$ cat config.mk
export PLATFORM = sky130hd
export DESIGN_NAME = digit_serial_addsub
export DESIGN_NICKNAME = d
export VERILOG_FILES = /design/src/rtl/digit_serial_addsub_pkg.sv /design/src/rtl/digit_serial_addsub_digit_adder.sv /design/src/rtl/digit_serial_addsub.sv
export SDC_FILE = /design/constraint.sdc
export NUM_CORES = 1
export LEC_CHECK = 0
export ABC_AREA = 0
export CORE_ASPECT_RATIO = 1.1
export CORE_MARGIN = 2
export CORE_UTILIZATION = 44
export CTS_BUF_LIST = sky130_fd_sc_hd__clkbuf_8
export CTS_CLUSTER_DIAMETER = 80
export DETAILED_ROUTE_END_ITERATION = 10
export GPL_ROUTABILITY_DRIVEN = 1
export PLACE_DENSITY = 0.74
export SLEW_MARGIN = 10
export SYNTH_ARGS = -nofsm -noshare
export SYNTH_HDL_FRONTEND = slang
export SYNTH_SLANG_ARGS = --single-unit
$ cat constraint.sdc
create_clock -name clk -period 8.5 [get_ports clk]
set_input_delay 2.125 -clock clk [delete_from_list [all_inputs] [get_ports clk]]
set_output_delay 2.125 -clock clk [all_outputs]
set_load 0.02 [all_outputs]
$ cat src/rtl/digit_serial_addsub_pkg.sv
// Shared definitions for multi-cycle arithmetic units: the handshake FSM
// state encoding and the bit ordering of the {ovf, zero, cout} flag vector.
package digit_serial_addsub_pkg;

    typedef enum logic [1:0] {
        IDLE = 2'd0,
        RUN  = 2'd1,
        DONE = 2'd2
    } state_t;

    localparam int FLAG_COUT = 0;
    localparam int FLAG_ZERO = 1;
    localparam int FLAG_OVF  = 2;
    localparam int FLAG_W    = 3;

endpackage

$ cat src/rtl/digit_serial_addsub_digit_adder.sv
// DIGIT-bit ripple-carry stage built from full-adder cells. Besides the
// carry out it exports the carry into the top bit so the caller can form
// the signed-overflow flag on the most significant digit.
module digit_adder
    import digit_serial_addsub_pkg::*;
#(
    parameter int DIGIT = 8
) (
    input  logic [DIGIT-1:0] x,
    input  logic [DIGIT-1:0] y,
    input  logic             ci,
    output logic [DIGIT-1:0] sum,
    output logic             co,
    output logic             c_msb
);

    logic [DIGIT:0] c;

    assign c[0] = ci;

    for (genvar i = 0; i < DIGIT; i++) begin : g_fa
        assign sum[i]  = x[i] ^ y[i] ^ c[i];
        assign c[i+1]  = (x[i] & y[i]) | (c[i] & (x[i] ^ y[i]));
    end

    assign co    = c[DIGIT];
    assign c_msb = c[DIGIT-1];

endmodule

$ cat src/rtl/digit_serial_addsub.sv
// Digit-serial adder/subtractor: a WIDTH-bit operation is processed DIGIT
// bits per clock, least significant digit first, by one reused ripple stage.
// Subtraction is done as a + ~b + ~cin, so it yields a - b - cin.
module digit_serial_addsub
    import digit_serial_addsub_pkg::*;
#(
    parameter int WIDTH = 32,
    parameter int DIGIT = 8
) (
    input  logic             clk,
    input  logic             rst,
    input  logic             start,
    input  logic             sub,
    input  logic [WIDTH-1:0] a,
    input  logic [WIDTH-1:0] b,
    input  logic             cin,
    output logic             busy,
    output logic             done,
    output logic [WIDTH-1:0] s,
    output logic             cout,
    output logic             ovf,
    output logic             zero
);

    localparam int NDIG = WIDTH / DIGIT;
    localparam int IDXW = (NDIG > 1) ? $clog2(NDIG) : 1;
    localparam logic [IDXW-1:0] LAST = IDXW'(NDIG - 1);

    state_t            state;
    state_t            state_next;
    logic [WIDTH-1:0]  opa;
    logic [WIDTH-1:0]  opb;
    logic [WIDTH-1:0]  acc;
    logic [WIDTH-1:0]  acc_next;
    logic [WIDTH-1:0]  s_q;
    logic              carry;
    logic [IDXW-1:0]   idx;
    logic [DIGIT-1:0]  dsum;
    logic              dco;
    logic              dmsb;
    logic [FLAG_W-1:0] flags;
    logic              launch;
    logic              last;

    assign launch = start && ((state == IDLE) || (state == DONE));
    assign last   = (state == RUN) && (idx == LAST);

    digit_adder #(.DIGIT(DIGIT)) u_digit (
        .x     (opa[idx*DIGIT +: DIGIT]),
        .y     (opb[idx*DIGIT +: DIGIT]),
        .ci    (carry),
        .sum   (dsum),
        .co    (dco),
        .c_msb (dmsb)
    );

    // State register; reset returns to IDLE and so aborts any operation.
    always_ff @(posedge clk) begin
        if (rst) begin
            state <= IDLE;
        end else begin
            state <= state_next;
        end
    end

    // Next state: launch from IDLE or DONE, leave RUN after the last digit.
    always_comb begin
        state_next = state;
        case (state)
            IDLE:    if (start) state_next = RUN;
            RUN:     if (idx == LAST) state_next = DONE;
            DONE:    state_next = start ? RUN : IDLE;
            default: state_next = IDLE;
        endcase
    end

    // Partial result with the digit being computed this cycle merged in.
    always_comb begin
        acc_next = acc;
        acc_next[idx*DIGIT +: DIGIT] = dsum;
    end

    // Operand capture, digit stepping, and result/flag update on completion.
    always_ff @(posedge clk) begin
        if (rst) begin
            opa   <= '0;
            opb   <= '0;
            carry <= 1'b0;
            idx   <= '0;
            acc   <= '0;
            s_q   <= '0;
            flags <= '0;
        end else if (launch) begin
            opa   <= a;
            opb   <= sub ? ~b : b;
            carry <= sub ? ~cin : cin;
            idx   <= '0;
        end else if (state == RUN) begin
            acc   <= acc_next;
            carry <= dco;
            idx   <= idx + 1'b1;
            if (last) begin
                s_q              <= acc_next;
                flags[FLAG_COUT] <= dco;
                flags[FLAG_OVF]  <= dmsb ^ dco;
                flags[FLAG_ZERO] <= (acc_next == '0);
            end
        end
    end

    assign busy = (state == RUN);
    assign done = (state == DONE);
    assign s    = s_q;
    assign cout = flags[FLAG_COUT];
    assign ovf  = flags[FLAG_OVF];
    assign zero = flags[FLAG_ZERO];

endmodule

Word-level counts from Yosys, hierarchy flattened
Index checks and enable logic that the tools add are counted.
- bits in registers: 136
- input port bits: 69
- output and inout bits: 37
- $add $sub $neg: 2
- equal/unequal tests: 5
- shifts and indexed selects: 4
- mux-type cells: 9
- bitwise operators: 44
- reduce and logical (&&, ||, !) cells: 10
- operators with widths (cell ; count):
    32-bit by 6-bit variable part select with 8-bit output ; 2
    5-bit negation with 34-bit output ; 1
    8-bit by 34-bit variable shift with 32-bit output (first input constant) ; 1
    8-bit by 34-bit variable part select with 32-bit output ; 1
    32-bit bitwise mux ; 1
    32-bit logical NOT ; 1
    32-bit 2-to-1 mux ; 1
    32-bit NOT ; 1
    1-bit bitwise XOR ; 17
    1-bit AND ; 16
    1-bit OR ; 8
    2-bit case mux with 3 select lines ; 1
    2-bit equality test (second input constant) ; 2
    1-bit 2-to-1 mux ; 4
    2-bit 2-to-1 mux ; 2
    2-bit AND reduction ; 2
    3-bit AND reduction ; 1
    2-bit by 1-bit adder with 2-bit output (second input constant) ; 1
    2-bit by 1-bit equality test with 1-bit output (second input constant) ; 1
    1-bit logical AND ; 2
    2-bit logical NOT ; 1
    2-bit by 1-bit inequality test with 1-bit output (second input constant) ; 1
    2-bit inequality test (second input constant) ; 1
    1-bit NOT ; 2
    3 further kinds ; 3

Depth between registers and ports, before layout
- depth after elaboration: 20
- depth in mapped cells: 19
- mapped depth without buffers: 17

Hierarchy
A second synthesis with hierarchy kept.
- cells, all modules: 679
- area, all modules: 6217.2 um2
- by module, submodules not included (module ; instances ; cells each ; area each (um2)):
    digit_serial_addsub ; 1 ; 661 ; 6019.5
    digit_adder ; 1 ; 18 ; 197.7

Worst setup path after synthesis
No wires, ideal clock.
- path kind: reg2reg
- start point: reg idx[1]
- end point: reg flags[1]
- arrival: 5186 ps
- path slack: 3256 ps
- cell stages (with the launch flop): 20
- cells stage by stage: dfxtp_1 > clkbuf_1 > clkbuf_1 > mux4_2 > inv_1 > fa_1 > fa_1 > fa_1 > fa_1 > fa_1 > inv_1 > fa_1 > inv_1 > fa_1 > fa_1 > nor2_1 > a31oi_1 > nand4_1 > nor4_1 > a31o_1
- longest elaborated chain between the ends: 20
- RTL lines (what ; line ; RTL):
    from (decl) ; digit_serial_addsub.sv:37 ; logic [IDXW-1:0] idx;
    from (signal assigned) ; digit_serial_addsub.sv:101 ; idx <= idx + 1'b1;
    32-bit by 6-bit variable part select with 8-bit output (on tied branches) ; digit_serial_addsub.sv:49, digit_serial_addsub.sv:50 ;
    1-bit bitwise XOR ; digit_serial_addsub_digit_adder.sv:22, digit_serial_addsub_digit_adder.sv:23 ;
    1-bit AND ; digit_serial_addsub_digit_adder.sv:23 ; assign c[i+1] = (x[i] & y[i]) | (c[i] & (x[i] ^ y[i]));
    1-bit OR ; digit_serial_addsub_digit_adder.sv:23 ;
    1-bit AND ; digit_serial_addsub_digit_adder.sv:23 ;
    1-bit OR ; digit_serial_addsub_digit_adder.sv:23 ;
    1-bit AND ; digit_serial_addsub_digit_adder.sv:23 ;
    1-bit OR ; digit_serial_addsub_digit_adder.sv:23 ;
    [... 4 more ...] ; n/a ;
    1-bit AND ; digit_serial_addsub_digit_adder.sv:23 ;
    1-bit OR ; digit_serial_addsub_digit_adder.sv:23 ;
    1-bit AND ; digit_serial_addsub_digit_adder.sv:23 ;
    1-bit OR ; digit_serial_addsub_digit_adder.sv:23 ;
    1-bit bitwise XOR ; digit_serial_addsub_digit_adder.sv:22 ; assign sum[i] = x[i] ^ y[i] ^ c[i];
    8-bit by 34-bit variable part select with 32-bit output ; digit_serial_addsub.sv:80 ; acc_next[idx*DIGIT +: DIGIT] = dsum;
    32-bit bitwise mux ; digit_serial_addsub.sv:80 ;
    32-bit logical NOT ; digit_serial_addsub.sv:106 ; flags[FLAG_ZERO] <= (acc_next == '0);
    to (signal, indexed assignment) ; digit_serial_addsub.sv:104 ; flags[FLAG_COUT] <= dco;
    to (signal, indexed assignment) ; digit_serial_addsub.sv:105 ; flags[FLAG_OVF] <= dmsb ^ dco;
    to (signal, indexed assignment) ; digit_serial_addsub.sv:106 ;
    to (decl) ; digit_serial_addsub.sv:41 ; logic [FLAG_W-1:0] flags;
Several ways; a longest one is shown, not always the timed one.
A chain may end at the register's enable or synchronous reset.

Worst setup path after layout
Ends and elaborated chain as after synthesis.

==> out/qor_table.md <==
| Parameter | Value | Unit |
| --- | --- | --- |
| Worst hold-check path type | reg -> reg | - |
| Number of hold violations in the final report | 0 | - |
| Port bufs | 105 | - |
| Non-filler instance count after layout | 966 | - |
| Starting utilization of the core area | 0.450 | - |
| Vias after detailed routing | 5057 | - |
| Total track usage | 0.192 | - |
| # diodes | 0 | - |
| Number of gates resized after cts | 0 | - |
| Worst slew margin relative to its limit | 0.401 | - |
| Routed met2 length | 7.32 | mm |
| Number of buffers inserted by hold repair at cts | 0 | - |
| Number of clock sinks seen by CTS | 136 | - |
| Power density normalized to cell area | 190 | mW/mm² |
| Most used flip-flop cell after synthesis | sky130_fd_sc_hd__dfxtp_1 | - |
| Net count of the mapped netlist | 784 | - |
| Clock buffers created by TritonCTS | 17 | - |
| DRC violations left | 0 | - |
| Clock tree from TritonCTS | yes | - |
| Wirelength, routed | 14.3 | mm |
| Maximum achievable frequency | 0.175 | GHz |
| Worst endpoint data arrival time | 6.10 | ns |
| Top layer in use | met4 | - |
| Root buffer cell | sky130_fd_sc_hd__clkbuf_8 | - |
| Placed Cells incl. Taps | 935 | - |
| Setup Viol. Count Final | 0 | - |
| Count of flip-flops with a built-in enable after synthesis | 0 | - |
| Clock buffer depth | 2 | - |
| Clock-pin transition on the worst setup and hold timing paths | 0.07 | ns |
| Fraction of layout cells with a size suffix above 1 | 0.0694 | - |
| Clock latency on the worst-skew pair | 0.43 | ns |
| Synthesis-to-finish area growth | 23.2 | % |
| Max_cap viols | 0 | - |
| Leading post-synthesis cells by cell area | sky130_fd_sc_hd__dfxtp_1, sky130_fd_sc_hd__a211oi_1, sky130_fd_sc_hd__nor2_1, sky130_fd_sc_hd__mux4_2, sky130_fd_sc_hd__xnor2_1 | - |
| Cell accounting for the most synthesized area | sky130_fd_sc_hd__dfxtp_1 | - |
| Leakage power summed over all cells | 2.68 | nW |
| Result of the run | finished, final reports clean | - |
| X dimension of the die | 118 | µm |
| Met1 layer wirelength in the final routing | 6.08 | mm |
| Floorplan core area | 0.0139 | mm² |
| Die height | 129 | µm |
| Routed wire per std cell | 14.8 | µm |
| Row count | 45 | - |
| Summed instance area of the synthesized netlist | 0.00624 | mm² |
| Detail Route Antenna Nets | 0 | - |
| Largest net degree at the start of global routing | 100 | - |
| Type of the worst setup path | reg -> reg | - |
| Ratio of routed vias to standard cells | 5.23 | - |
| Routed met3 length | 584 | µm |
| Total number of nets in the final design | 849 | - |
| Most frequently used cell type in the post-synthesis netlist | sky130_fd_sc_hd__dfxtp_1 | - |
| Floorplan die area | 0.0151 | mm² |
| Global-route wire length before repair | 23.3 | mm |
| Type of origin of the critical path | register | - |
| Most used standard cells in the synthesized netlist | sky130_fd_sc_hd__dfxtp_1, sky130_fd_sc_hd__nor2_1, sky130_fd_sc_hd__a211oi_1 | - |
| Antenna violations before repair | 0 | - |
| Sequential-to-total area share from yosys stat | 0.437 | - |
| VDD IR max | 0.108 | mV |
| Synth async-reset ratio | 0 | - |
| Num ports | 106 | - |
| Worst Setup End Kind | register | - |
| Mean cell area of the mapped netlist | 8.90 | µm² |
| CTS HTree Levels | 4 | - |
| Cells after synthesis | 701 | - |
| Via count of the first global-routing pass | 4901 | - |
| Postcts setup bufs | 0 | - |
| Top-area cell type share of the netlist area | 0.437 | - |
| Top fanout value on the critical path | 20 | - |
| Overflow left after global routing | 0 | - |
| Setup repair after global routing missed its margin | false | - |
| Time the worst path needs with I/O delays and setup | 5.72 | ns |
| Number of distinct library cells after synthesis | 37 | - |
| GPL Wtd Cong | 0.830 | - |
| Tightest Pin Transition | 0.897 | ns |
| Detailed-placement wirelength estimate | 10.1 | mm |
| Accumulated negative setup slack | 0 | ns |
| First drt pass iteration count | 4 | - |
| Pins over their slew limit | 0 | - |
| Yosys Warn Count | 0 | - |
| Worst Path Required | 8.88 | ns |
| 1st-iter DRT viols | 280 | - |
| Synth Register Bits | 136 | - |
| Fin Clk Skew | 0.00758 | ns |
| Fin crit share | 0.673 | - |
## final cells by class
type	instances	area (µm²)
well taps	188	235
inverters	19	71.3
clock inverters	10	104
fillers	1312	6170
repair buffers	111	1090
multi-input cells	481	3170
clock buffers	21	289
flip-flops and latches	136	2720
## sequential cells by signal (all words and copies together) (netlist names)
signal	flops
acc	32
carry	1
flags	3
idx	2
opa	32
opb	32
s	32
state	2
## per-stage QoR
stage          instance area (µm²)  hold WS (ns)  power [mW]  worst slack, ns  utilization
3_5_place_dp                  7290         0.446       0.950             2.86        0.526
5_1_grt                       7680         0.469        1.53             2.49        0.554
3_3_place_gp                  7290         0.438       0.943             3.02        0.526
6_report                      7680         0.456        1.46             2.78        0.554
4_1_cts                       7680         0.456        1.47             2.84        0.554
2_1_floorplan                 6240         0.432       0.873             3.26            -
## layer usage
| layer | track usage | vias up |
|---|---|---|
| met5 | 0 | - |
| met4 | 0.0801 | 0 |
| met3 | 0.0412 | 19 |
| met2 | 0.343 | 123 |
| met1 | 0.226 | 2349 |
| li1 | - | 2566 |
## critical path, stage by stage (launching register included)
cell                      delay (ns)
sky130_fd_sc_hd__dfxtp_1        0.91
sky130_fd_sc_hd__mux4_2         0.35
sky130_fd_sc_hd__inv_1          0.07
sky130_fd_sc_hd__fa_1           0.42
sky130_fd_sc_hd__fa_1           0.39
sky130_fd_sc_hd__fa_1           0.40
sky130_fd_sc_hd__fa_1           0.39
sky130_fd_sc_hd__fa_1           0.37
sky130_fd_sc_hd__inv_1          0.08
sky130_fd_sc_hd__fa_1           0.17
sky130_fd_sc_hd__inv_1          0.06
sky130_fd_sc_hd__fa_1           0.41
sky130_fd_sc_hd__fa_1           0.56
sky130_fd_sc_hd__nor2_1         0.09
sky130_fd_sc_hd__a31oi_1        0.31
sky130_fd_sc_hd__nand4_1        0.14
sky130_fd_sc_hd__nor4_1         0.36
sky130_fd_sc_hd__a31o_1         0.18
## path summary, 6_finish.rpt
path	startpoint	end	slack, ns	cells past startpoint
max	idx[1]	flags[1]	2.78	17
min	opa[16]	opa[16]	0.46	2
max reg2reg	idx[1]	flags[1]	2.78	17
min reg2reg	opa[16]	opa[16]	0.46	2
## cell usage in the layout (no fill, tap or decap), types with 21 or more instances in the layout
| master | synthesis | layout |
|---|---|---|
| sky130_fd_sc_hd__dfxtp_1 | 136 | 136 |
| sky130_fd_sc_hd__xnor2_1 | 34 | 34 |
| sky130_fd_sc_hd__clkbuf_8 | 0 | 21 |
| sky130_fd_sc_hd__nor2_1 | 116 | 116 |
| sky130_fd_sc_hd__nor2b_1 | 28 | 26 |
| sky130_fd_sc_hd__clkdlybuf4s50_1 | 0 | 103 |
| sky130_fd_sc_hd__nand2_1 | 72 | 72 |
| sky130_fd_sc_hd__a21oi_1 | 38 | 38 |
| sky130_fd_sc_hd__a31oi_1 | 23 | 23 |
| sky130_fd_sc_hd__inv_1 | 19 | 23 |
| sky130_fd_sc_hd__a211oi_1 | 94 | 94 |
## kinds of logic (layout without fill, tap and decap cells)
group / Yosys count / after routing / share of synthesized area
muxes: 24 / 24 / 0.0706
xor gates and xnor gates: 35 / 35 / 0.0492
AOI/OAI and AO/OA: 160 / 160 / 0.173
buffers and inverters: 84 / 161 / 0.0578
DFF: 136 / 136 / 0.437
adders and majority gates: 14 / 14 / 0.0377
and+or+nand+nor: 248 / 248 / 0.175
## power by group
part | total, mW | switching, mW | internal (mW)
clock | 0.521 | 0.235 | 0.287
combinational | 0.240 | 0.129 | 0.111
sequential | 0.697 | 0.0224 | 0.674
(Power assumes the default switching activity.)
